`config.mk`:
```
export PLATFORM = sky130hd
export DESIGN_NAME = vector_xbar_route_ctrl_flat
export DESIGN_NICKNAME = d
export VERILOG_FILES = /design/src/rtl/vector_xbar_route_ctrl_if.sv /design/src/rtl/vector_xbar_route_ctrl.sv /design/src/flat_wrapper.sv
export SDC_FILE = /design/constraint.sdc
export NUM_CORES = 1
export LEC_CHECK = 0
export ABC_AREA = 1
export CAP_MARGIN = 20
export CORE_MARGIN = 3
export CORE_UTILIZATION = 52
export CTS_CLUSTER_SIZE = 28
export DETAILED_ROUTE_END_ITERATION = 10
export PLACE_DENSITY = 0.8
export SYNTH_ARGS = -nofsm -noshare
export SYNTH_HDL_FRONTEND = slang
export SYNTH_SLANG_ARGS = --single-unit
```
`constraint.sdc`:
```
create_clock -name clk -period 1.97 [get_ports clk]
set_input_delay 0.394 -clock clk [delete_from_list [all_inputs] [get_ports clk]]
set_output_delay 0.394 -clock clk [all_outputs]
set_load 0.03 [all_outputs]
```
`src/rtl/vector_xbar_route_ctrl_if.sv`:
```
// Config/swap handshake bundle between a route programmer and vector_xbar_route_ctrl.
// The master side loads lane beats and requests swaps; the slave side owns the active mask.
interface vector_xbar_route_ctrl_if;
  logic         cfg_valid;
  logic         cfg_ready;
  logic [7:0]   cfg_data;
  logic         cfg_abort;
  logic         swap_req;
  logic         swap_ack;
  logic         shadow_full;
  logic         cfg_err;
  logic [319:0] routing_bitmask;

  modport master (
    output cfg_valid, cfg_data, cfg_abort, swap_req,
    input  cfg_ready, swap_ack, shadow_full, cfg_err, routing_bitmask
  );

  modport slave (
    input  cfg_valid, cfg_data, cfg_abort, swap_req,
    output cfg_ready, swap_ack, shadow_full, cfg_err, routing_bitmask
  );
endinterface

```
`src/rtl/vector_xbar_route_ctrl.sv`:
```
// Double-buffered crossbar route table: 20 lane beats fill a shadow store, a swap publishes it
// as a one-hot-per-lane mask. Optional beat parity checking via VEC_XBAR_CFG_PARITY_EN.
module vector_xbar_route_ctrl (
  input  logic                    clk,
  input  logic                    rst_n,
  vector_xbar_route_ctrl_if.slave bus
);

  typedef enum logic {LOAD, FULL} state_t;

  localparam int LANES = 20;

  state_t         state, state_next;
  logic [4:0]     lane_cnt;
  logic [3:0]     shadow_idx [LANES];
  logic           shadow_en  [LANES];
  logic [319:0]   mask_q, mask_decoded;
  logic           swap_ack_q;
  logic           cfg_ready_int;
  logic           accept;
  logic           do_swap;
  logic           parity_ok;
  logic           cfg_err_int;

  assign cfg_ready_int       = rst_n && (state == LOAD);
  assign accept              = bus.cfg_valid && cfg_ready_int && !bus.cfg_abort;
  assign bus.cfg_ready       = cfg_ready_int;
  assign bus.swap_ack        = swap_ack_q;
  assign bus.shadow_full     = (state == FULL);
  assign bus.routing_bitmask = mask_q;
  assign bus.cfg_err         = cfg_err_int;

`ifdef VEC_XBAR_CFG_PARITY_EN
  logic unused_rsvd;
  assign unused_rsvd = ^bus.cfg_data[6:5];
  assign parity_ok   = ^bus.cfg_data;

  // A bad-parity beat still occupies its lane, but is stored disabled; the error is sticky.
  always_ff @(posedge clk) begin
    if (!rst_n) begin
      cfg_err_int <= 1'b0;
    end else if (accept && !parity_ok) begin
      cfg_err_int <= 1'b1;
    end
  end
`else
  logic unused_rsvd;
  assign unused_rsvd = ^bus.cfg_data[7:5];
  assign parity_ok   = 1'b1;
  assign cfg_err_int = 1'b0;
`endif

  always_comb begin
    mask_decoded = '0;
    for (int i = 0; i < LANES; i++) begin
      if (shadow_en[i]) begin
        mask_decoded[16*i +: 16] = 16'(1) << shadow_idx[i];
      end
    end
  end

  // Abort dominates both a beat and a swap presented in the same cycle.
  always_comb begin
    state_next = state;
    do_swap    = 1'b0;
    if (bus.cfg_abort) begin
      state_next = LOAD;
    end else begin
      unique case (state)
        LOAD: if (accept && lane_cnt == 5'd19) state_next = FULL;
        FULL: if (bus.swap_req) begin
          state_next = LOAD;
          do_swap    = 1'b1;
        end
        default: state_next = LOAD;
      endcase
    end
  end

  always_ff @(posedge clk) begin
    if (!rst_n) begin
      state      <= LOAD;
      lane_cnt   <= '0;
      mask_q     <= '0;
      swap_ack_q <= 1'b0;
      for (int i = 0; i < LANES; i++) begin
        shadow_idx[i] <= '0;
        shadow_en[i]  <= 1'b0;
      end
    end else begin
      state      <= state_next;
      swap_ack_q <= do_swap;
      if (bus.cfg_abort) begin
        lane_cnt <= '0;
      end else if (accept) begin
        shadow_idx[lane_cnt] <= bus.cfg_data[3:0];
        shadow_en[lane_cnt]  <= bus.cfg_data[4] && parity_ok;
        lane_cnt             <= (lane_cnt == 5'd19) ? 5'd0 : lane_cnt + 5'd1;
      end
      if (do_swap) begin
        mask_q <= mask_decoded;
      end
    end
  end

endmodule
```
`src/flat_wrapper.sv`:
```
// flat-port wrapper written by rule: the top's interface ports become plain ports
module vector_xbar_route_ctrl_flat 
  (clk, rst_n, bus_cfg_valid, bus_cfg_data, bus_cfg_abort, bus_swap_req, bus_cfg_ready, bus_swap_ack, bus_shadow_full, bus_cfg_err, bus_routing_bitmask);
  vector_xbar_route_ctrl_if bus_i ();
  input  logic clk;
  input  logic rst_n;
  input wire logic [$bits(bus_i.cfg_valid)-1:0] bus_cfg_valid;
  input wire logic [$bits(bus_i.cfg_data)-1:0] bus_cfg_data;
  input wire logic [$bits(bus_i.cfg_abort)-1:0] bus_cfg_abort;
  input wire logic [$bits(bus_i.swap_req)-1:0] bus_swap_req;
  output wire logic [$bits(bus_i.cfg_ready)-1:0] bus_cfg_ready;
  output wire logic [$bits(bus_i.swap_ack)-1:0] bus_swap_ack;
  output wire logic [$bits(bus_i.shadow_full)-1:0] bus_shadow_full;
  output wire logic [$bits(bus_i.cfg_err)-1:0] bus_cfg_err;
  output wire logic [$bits(bus_i.routing_bitmask)-1:0] bus_routing_bitmask;
  assign bus_i.cfg_valid = bus_cfg_valid;
  assign bus_i.cfg_data = bus_cfg_data;
  assign bus_i.cfg_abort = bus_cfg_abort;
  assign bus_i.swap_req = bus_swap_req;
  assign bus_cfg_ready = bus_i.cfg_ready;
  assign bus_swap_ack = bus_i.swap_ack;
  assign bus_shadow_full = bus_i.shadow_full;
  assign bus_cfg_err = bus_i.cfg_err;
  assign bus_routing_bitmask = bus_i.routing_bitmask;
  vector_xbar_route_ctrl u_core (.clk(clk), .rst_n(rst_n), .bus(bus_i));
endmodule
```
# ---- Yosys cells after proc, flatten, opt, wreduce, memory -nomap -nowiden
# Memory sizes are Yosys's and may differ from the RTL's.
# Index checks and enable logic that the tools add are counted.
dict set report totals {
  out_inout_bits 324
  input_bits 13
  memories 2
  reg_bits 327
  ramBits 100
}
# memory words width rd rd_ports_with_merged_regs wr line
set memory_table {}
lappend memory_table {u_core.shadow_idx 20 4 20 0 20 vector_xbar_route_ctrl.sv:15} ;# logic [3:0] shadow_idx [LANES];
lappend memory_table {u_core.shadow_en 20 1 20 0 20 vector_xbar_route_ctrl.sv:16} ;# logic shadow_en [LANES];
dict set report op_classes {
  muxes 38
  addsub 1
  n_reduce_logical 8
  n_shift 20
  bitwise_logic 2
  n_eq_ne 1
}
# operator count
set op_table {}
lappend op_table {{2-to-1 mux 16 bit} 20}
lappend op_table {{left shift 1 x 4 -> 16 bit (first input constant)} 20}
lappend op_table {{2-to-1 mux 5 bit} 3}
lappend op_table {{2-to-1 mux 1 bit} 13}
lappend op_table {{adder 5 x 1 -> 5 bit (second input constant)} 1}
lappend op_table {{== test 5 bit (second input constant)} 1}
lappend op_table {{logical AND 1 bit} 4}
lappend op_table {{2-to-1 mux 4 bit} 1}
lappend op_table {{OR reduction 4 bit} 1}
lappend op_table {{inverter 1 bit} 2}
lappend op_table {{one-hot mux 1 bit (2 select lines)} 1}
lappend op_table {{OR reduction 2 bit} 1}
lappend op_table {{logical NOT 1 bit} 1}
lappend op_table {{OR reduction 1 bit} 1}

# ---- Logic depth before layout (Yosys ltp)
# Gate-level depths: netlist of the first run.
dict set report logic_depth {
  depth_word 10
  ltp_mapped 8
  ltp_nobuf 7
}

# ---- Worst setup path after synthesis of the first run
# Ideal clock, no wire load.
dict set report synth_timing {
  kind {register to register}
  startpoint {register u_core.state, in the netlist u_core.bus.shadow_full}
  endpoint {memory u_core.shadow_idx[12][0] (enable)}
  path_stages_with_launch 7
  arrival_time_ns 1.328
  setup_time_ns 0.308
  required_time_ns 1.662
  path_slack_ns 0.334
  path_cell_list {dfxtp_1 -> inv_1 -> nand2_1 -> nor2_4 -> buf_2 -> nand3_1 -> nand2_1}
}
# item line
set synth_lines {}
lappend synth_lines {{from (decl)} vector_xbar_route_ctrl.sv:13} ;# state_t state, state_next;
lappend synth_lines {{from (signal assigned)} vector_xbar_route_ctrl.sv:91} ;# state <= state_next;
lappend synth_lines {{to (decl)} vector_xbar_route_ctrl.sv:15}

# ---- Worst setup path after layout of the first run
dict set report layout_timing {
  startpoint {register u_core.mask_q[68], in the netlist u_core.bus.routing_bitmask[68]}
  endpoint {output port bus_routing_bitmask[68]}
}
# item line
set layout_lines {}
lappend layout_lines {{from (decl)} vector_xbar_route_ctrl.sv:17} ;# logic [319:0] mask_q, mask_decoded;
lappend layout_lines {{from (signal assigned)} vector_xbar_route_ctrl.sv:101} ;# mask_q <= mask_decoded;
lappend layout_lines {{to (decl)} flat_wrapper.sv:15} ;# output wire logic [$bits(bus_i.routing_bitmask)-1:0] bus_routing_bitmask;
# No word-level cell between the ends.

==> flow_summary.ini, run 1 <==
[final_layout]
final_cell_mix = nand2_1, nand3_1, dfxtp_1
drive_above_1_share_pct = 6.87
num-fill-cells = 2571
stdcell_count = 2976
final_nets = 2516
final_common_cell = nand2_1
multi_input_area_sq_um = 6770
area.growth.synth_to_final_pct = 31.1
regArea_sq_um = 9350
fin_util_pct = 69.6
final_area_sq_um = 22800

[placement]
portBuffers = 332
place_area_sq_um = 21200
hpwl_mm = 32.7
gp_congestion = 0.861
dp_slack_ns = -0.289
placed_cells = 2895

[cts]
clock-sinks = 427
path_clk_slew_ns = 0.06
cts-hold-fix-buffers = 0
numCtsBuffers = 44
cts_tree = done
clock_path_buffers = 3
ctsHtreeMaxLevel = 2
clock_latency_ns = 0.54
cts-root-buf = clkbuf_16

[floorplanning]
ios = 337
die_width_um = 189
num_rows = 66
fp.dieArea_sq_um = 35600
core_area_sq_um = 32700
fp.dieH_um = 189
start_util_pct = 53.1

[critical_path]
arrival_ns = 1.55
slowest_stage = clkdlybuf4s50_1
r2r_start = u_core.lane_cnt[4]
setup.worst_path.class = reg2out
critical_path.top_delay_family = buffers and inverters
critPathRequiredTime_ns = 1.58
slowest_delay_ns = 0.68
cp-end-kind = output port
reg2reg_slack_ns = 0.16
cp_num_buf_inv = 1
path_cells = clkdlybuf4s50_1
path_max_fanout = 2
crit_path_start_kind = flop
r2r_cells = 3
r2r-end = u_core.shadow_idx[0][1]

[sta]
worstMarginPinSlew_ns = 0.809
clock.fmax_ghz = 0.513
min_period_ns = 1.95
fin_skew_ns = 0.0212
setup_viol = 0
period_share_pct = 98.9
whs_ns = 0.304
fin_ws_ns = 0.0215
hold_viol = 0
slew_violations = 0
setup_tns_ns = 0
slew_headroom_pct = 45.9

[outcome]
status = complete, no violations

[flow_run]
maxCapViolCount = 0

[power_and_ir_drop]
clkPwrFrac_pct = 46.3
max-vdd-ir-drop_mv = 0.565
p_leak_nw = 10.8
seq_power_share_pct = 51.0
power_density_nw_per_um2 = 781
p_switching_mw = 3.83
p_int_mw = 14.0
combPwrFrac_pct = 2.8
p_sw_share_pct = 21.5
finalPower_mw = 17.8

[worst_hold_path]
min_from = rst_n
min_path_cells = 3
hold_path.class = in2reg
hold_path_end = u_core.bus.routing_bitmask[111]

[yosys]
synth-seq-cells = 427
synth_nets = 2201
syn_area_sq_um = 17400
syn_avg_cell_area_sq_um = 7.95
yosys_warnings = 0
seq_area_frac_synth_pct = 53.8
synth_cell_type_count = 29
synthCells = 2184

[drt]
totalWireLength_mm = 47.9
wl_per_cell_um = 16.1
drt_iter0_drc = 1332
via_per_inst = 5.37
dr.pass1.iters = 6
num_vias = 16000
ant_nets = 0
drc = 0

[grt]
grt_overflow = 0
grt_pass1_wl_mm = 75.4
grt_util_all_layers_pct = 25.4
grt_max_degree = 164
grt_antenna_before_repair = 2
first_global_vias = 14900
==> registers in the layout (all words and copies together), names as in the netlist <==
signal,count
u_core.lane_cnt,5
u_core.bus.swap_ack,1
u_core.shadow_en,20
u_core.bus.shadow_full,1
u_core.bus.routing_bitmask,320
u_core.shadow_idx,80
==> power by group through the flow <==
stage / Clock, mW / Sequential (mW) / Combinational, mW
2_1_floorplan: 0 / 9.20 / 0.346
3_3_place_gp: 0 / 9.25 / 0.469
3_5_place_dp: 0 / 9.25 / 0.481
4_1_cts: 8.31 / 9.06 / 0.484
5_1_grt: 8.66 / 9.08 / 0.536
6_report: 8.24 / 9.07 / 0.489
==> synth_stat cells <==
cell type	number	area share (%)
nand2_1	459	9.9
nand3_1	379	11
dfxtp_1	347	40
a21oi_1	322	9.3
nor2_1	242	5.2
inv_1	129	2.8
edfxtp_1	80	14
clkbuf_1	72	1.6
nor3_1	41	1.2
buf_2	33	0.95
buf_6	23	1.5
nor2_2	7	0.25
o21ai_0	7	0.20
o21ai_1	7	0.20
buf_4	5	0.22
nor2_8	5	0.58
ha_1	4	0.29
nor2_4	4	0.26
o21bai_1	4	0.17
inv_2	3	0.065
buf_1	2	0.043
nor3_4	2	0.19
buf_12	1	0.12
clkinv_1	1	0.022
conb_1	1	0.022
nand2_2	1	0.036
nand3_4	1	0.10
nor3_2	1	0.058
or2_2	1	0.036
==> metal layers <==
| layer | track usage [%] | wire, um |
|---|---|---|
| met1 | 33.0 | 20100 |
| met2 | 43.1 | 23000 |
| met3 | 4.76 | 3380 |
| met4 | 8.14 | 1370 |
| met5 | 0 | 13 |
==> kinds of logic (layout without fill, tap and decap cells) <==
| group | count (synthesis) | in the layout | synth area share (%) |
|---|---|---|---|
| simple gates | 1143 | 1143 | 28.8 |
| flops | 427 | 427 | 53.8 |
| compound gates | 340 | 340 | 9.86 |
| buf+inv | 269 | 618 | 7.25 |
| fa+ha+maj | 4 | 4 | 0.288 |
| other cells | 1 | 2 | 0.0216 |
==> worst min-delay path: stages <==
cell and delay [ns]:
buf_2 0.17, inv_8 0.17, a21oi_1 0.05
==> worst max-delay path by stage <==
stage / slack [ns] / endpoint / startpoint / cells after the start
after global placement: -0.23 / u_core.bus.routing_bitmask[201] / bus_swap_req / 6
after floorplan: 0.33 / u_core.shadow_idx[12][0] / u_core.bus.shadow_full / 6
after detailed placement: -0.29 / u_core.bus.routing_bitmask[205] / bus_swap_req / 6
final: 0.02 / bus_routing_bitmask[68] / u_core.bus.routing_bitmask[68] / 1
after global routing: -0.02 / bus_routing_bitmask[259] / u_core.bus.routing_bitmask[259] / 1
after CTS: 0.0001 / bus_routing_bitmask[75] / u_core.bus.routing_bitmask[75] / 1
==> layout make-up <==
type / instances / share of cell area, %
Inverter: 133 / 2.23
Multi-Input combinational cell: 1488 / 29.7
Sequential cell: 427 / 41.1
Tap cell: 442 / 2.43
Timing Repair Buffer: 405 / 18.2
Antenna cell: 1 / 0.0110
Clock buffer: 71 / 6.03
Clock inverter: 9 / 0.341
==> repair_timing <==
action	4_1_cts	5_1_grt
resized for setup	157	108
setup buffers	0	0
setup endpoints to repair	157	110
Note: power is estimated with default switching activity, not from simulation.
==> inputs of run 2 (changes only) <==
--- a/config.mk
+++ b/config.mk
@@ -6,12 +6,13 @@
 export NUM_CORES = 1
 export LEC_CHECK = 0
 export ABC_AREA = 1
+export ABC_CLOCK_PERIOD_IN_PS = 2400
 export CAP_MARGIN = 20
 export CORE_MARGIN = 3
-export CORE_UTILIZATION = 52
+export CORE_UTILIZATION = 56
 export CTS_CLUSTER_SIZE = 28
 export DETAILED_ROUTE_END_ITERATION = 10
-export PLACE_DENSITY = 0.8
+export PLACE_DENSITY = 0.85
 export SYNTH_ARGS = -nofsm -noshare
 export SYNTH_HDL_FRONTEND = slang
 export SYNTH_SLANG_ARGS = --single-unit
==> constraint.sdc (replaced) <==
create_clock -name clk -period 2.4 [get_ports clk]
set_input_delay 0.48 -clock clk [delete_from_list [all_inputs] [get_ports clk]]
set_output_delay 0.48 -clock clk [all_outputs]
set_load 0.03 [all_outputs]
==> run 2 against run 1 <==
Against the previous run: worst setup slack gained 0.15 ns; clock power is 23% lower; flip-flop and latch count is the same; final area down 2.7%; die area shrank 6.9%; non-clock buffer count fell by 36; largest power group unchanged; total power shrank 20%; sequential power shrank 18%; critical path depth up 1; highest routed layer is now met4.
==> flow_summary.ini, run 2 (same netlist as run 1, synthesis figures left out) <==
[outcome]
status = complete, no violations

[cts]
numCtsBuffers = 42
cts-root-buf = clkbuf_16
clock-sinks = 427
ctsResizeCount = 0
clock_path_buffers = 3
clock_latency_ns = 0.52
cts_tree = done
cts-hold-fix-buffers = 0
postCtsSetupRepairBufs = 0
path_clk_slew_ns = 0.06
ctsHtreeMaxLevel = 2

[critical_path]
crit_path_start_kind = flop
slowest_delay_ns = 0.74
reg2reg_slack_ns = 0.51
crit_start = u_core.bus.shadow_full
critical_path.top_delay_family = buffers and inverters
slowest_stage = clkdlybuf4s50_1
path_cells = nor2_1, clkdlybuf4s50_1
cp_num_buf_inv = 1
path_max_fanout = 4
r2r_start = u_core.bus.shadow_full
cp-end-kind = output port
critPathRequiredTime_ns = 1.92
setup.worst_path.class = reg2out
arrival_ns = 1.75

[floorplanning]
core_area_sq_um = 30100
ios = 337
die_width_um = 182
fp.dieArea_sq_um = 33200
fp.dieH_um = 182
num_rows = 63
start_util_pct = 57.7

[power_and_ir_drop]
max-vdd-ir-drop_mv = 0.555
p_switching_mw = 3.01
p_sw_share_pct = 21.2
power_density_nw_per_um2 = 641
combPwrFrac_pct = 2.7
p_leak_nw = 7.80
clkPwrFrac_pct = 44.9
p_int_mw = 11.2
seq_power_share_pct = 52.4

[sta]
setup_viol = 0
rsz0062_at_grt = no
hold_viol = 0
slew_violations = 0
min_period_ns = 2.23
slew_headroom_pct = 43.1
worstMarginPinSlew_ns = 0.851
clock.fmax_ghz = 0.448
setup_tns_ns = 0
fin_skew_ns = 0.0101
period_share_pct = 92.9

[worst_hold_path]
hold_path.class = in2reg
min_from = rst_n

[drt]
drc = 0
totalWireLength_mm = 48.1
num_vias = 16100
drt_iter0_drc = 1592
via_per_inst = 5.59
ant_nets = 0
dr.pass1.iters = 6
wl_per_cell_um = 16.7

[grt]
grt_overflow = 0
grt_util_all_layers_pct = 27.9
grt_pass1_wl_mm = 77.2
first_global_vias = 15300
grt_max_degree = 184
grt_antenna_before_repair = 0

[final_layout]
largest_reg_flops = 320
final_nets = 2478
final_common_cell = nand2_1
stdcell_count = 2886
area.growth.synth_to_final_pct = 27.6
final_cell_mix = nand2_1, nand3_1, dfxtp_1
drive_above_1_share_pct = 4.89

[placement]
portBuffers = 332
gp_congestion = 0.871
hpwl_mm = 32.3
placed_cells = 2807

[flow_run]
maxCapViolCount = 0
run 2: final timing paths:
check        depth (start not counted)                              end
min reg2reg                          2  u_core.bus.routing_bitmask[206]
min                                  3           u_core.bus.shadow_full
max reg2reg                          5  u_core.bus.routing_bitmask[168]
max                                  2                    bus_cfg_ready
run 2: routing by layer:
| layer | up-vias | GRT usage (%) | part of all wire [%] |
|---|---|---|---|
| met5 | - | 0 | 0 |
| met4 | 0 | 7.65 | 2.6 |
| met3 | 94 | 5.16 | 7.8 |
| met2 | 708 | 48.9 | 50 |
| met1 | 7543 | 35.3 | 40 |
| li1 | 7793 | - | - |
run 2: stage by stage:
step	hold slack, ns	worst slack (ns)	util, %	instance area (sq um)	power [mW]
after global placement	0.451	0.0684	69.1	20800	7.95
final	0.364	0.170	73.6	22200	14.2
after floorplan	0.472	0.657	-	17400	7.83
after global routing	0.363	0.114	73.6	22200	14.6
after detailed placement	0.454	0.0222	69.1	20800	7.96
after CTS	0.347	0.150	73.6	22200	14.3
run 2: area by class of cell:
| class | count | area, sq um |
|---|---|---|
| diodes | 1 | 2.50 |
| clock buffers | 74 | 1340 |
| multi-input cells | 1488 | 6760 |
| repair buffers | 369 | 3700 |
| inverters | 133 | 507 |
| clock inverters | 4 | 20.0 |
| fillers | 2235 | 7950 |
| flip-flops and latches | 427 | 9350 |
| well taps | 390 | 488 |
run 2: worst min-delay path: cells and delay by family:
kind,cells,cell delay (ns)
buffers and inverters,1,0.16
and+or+nand+nor,1,0.14
AOI/OAI and AO/OA,1,0.05
run 2: power groups by stage:
stage                     Combinational [mW]  Sequential (mW)  Clock, mW
final                                  0.378             7.44       6.38
after global routing                   0.416             7.45       6.74
after CTS                              0.373             7.44       6.45
after detailed placement               0.368             7.59          0
after global placement                 0.358             7.59          0
after floorplan                        0.284             7.55          0
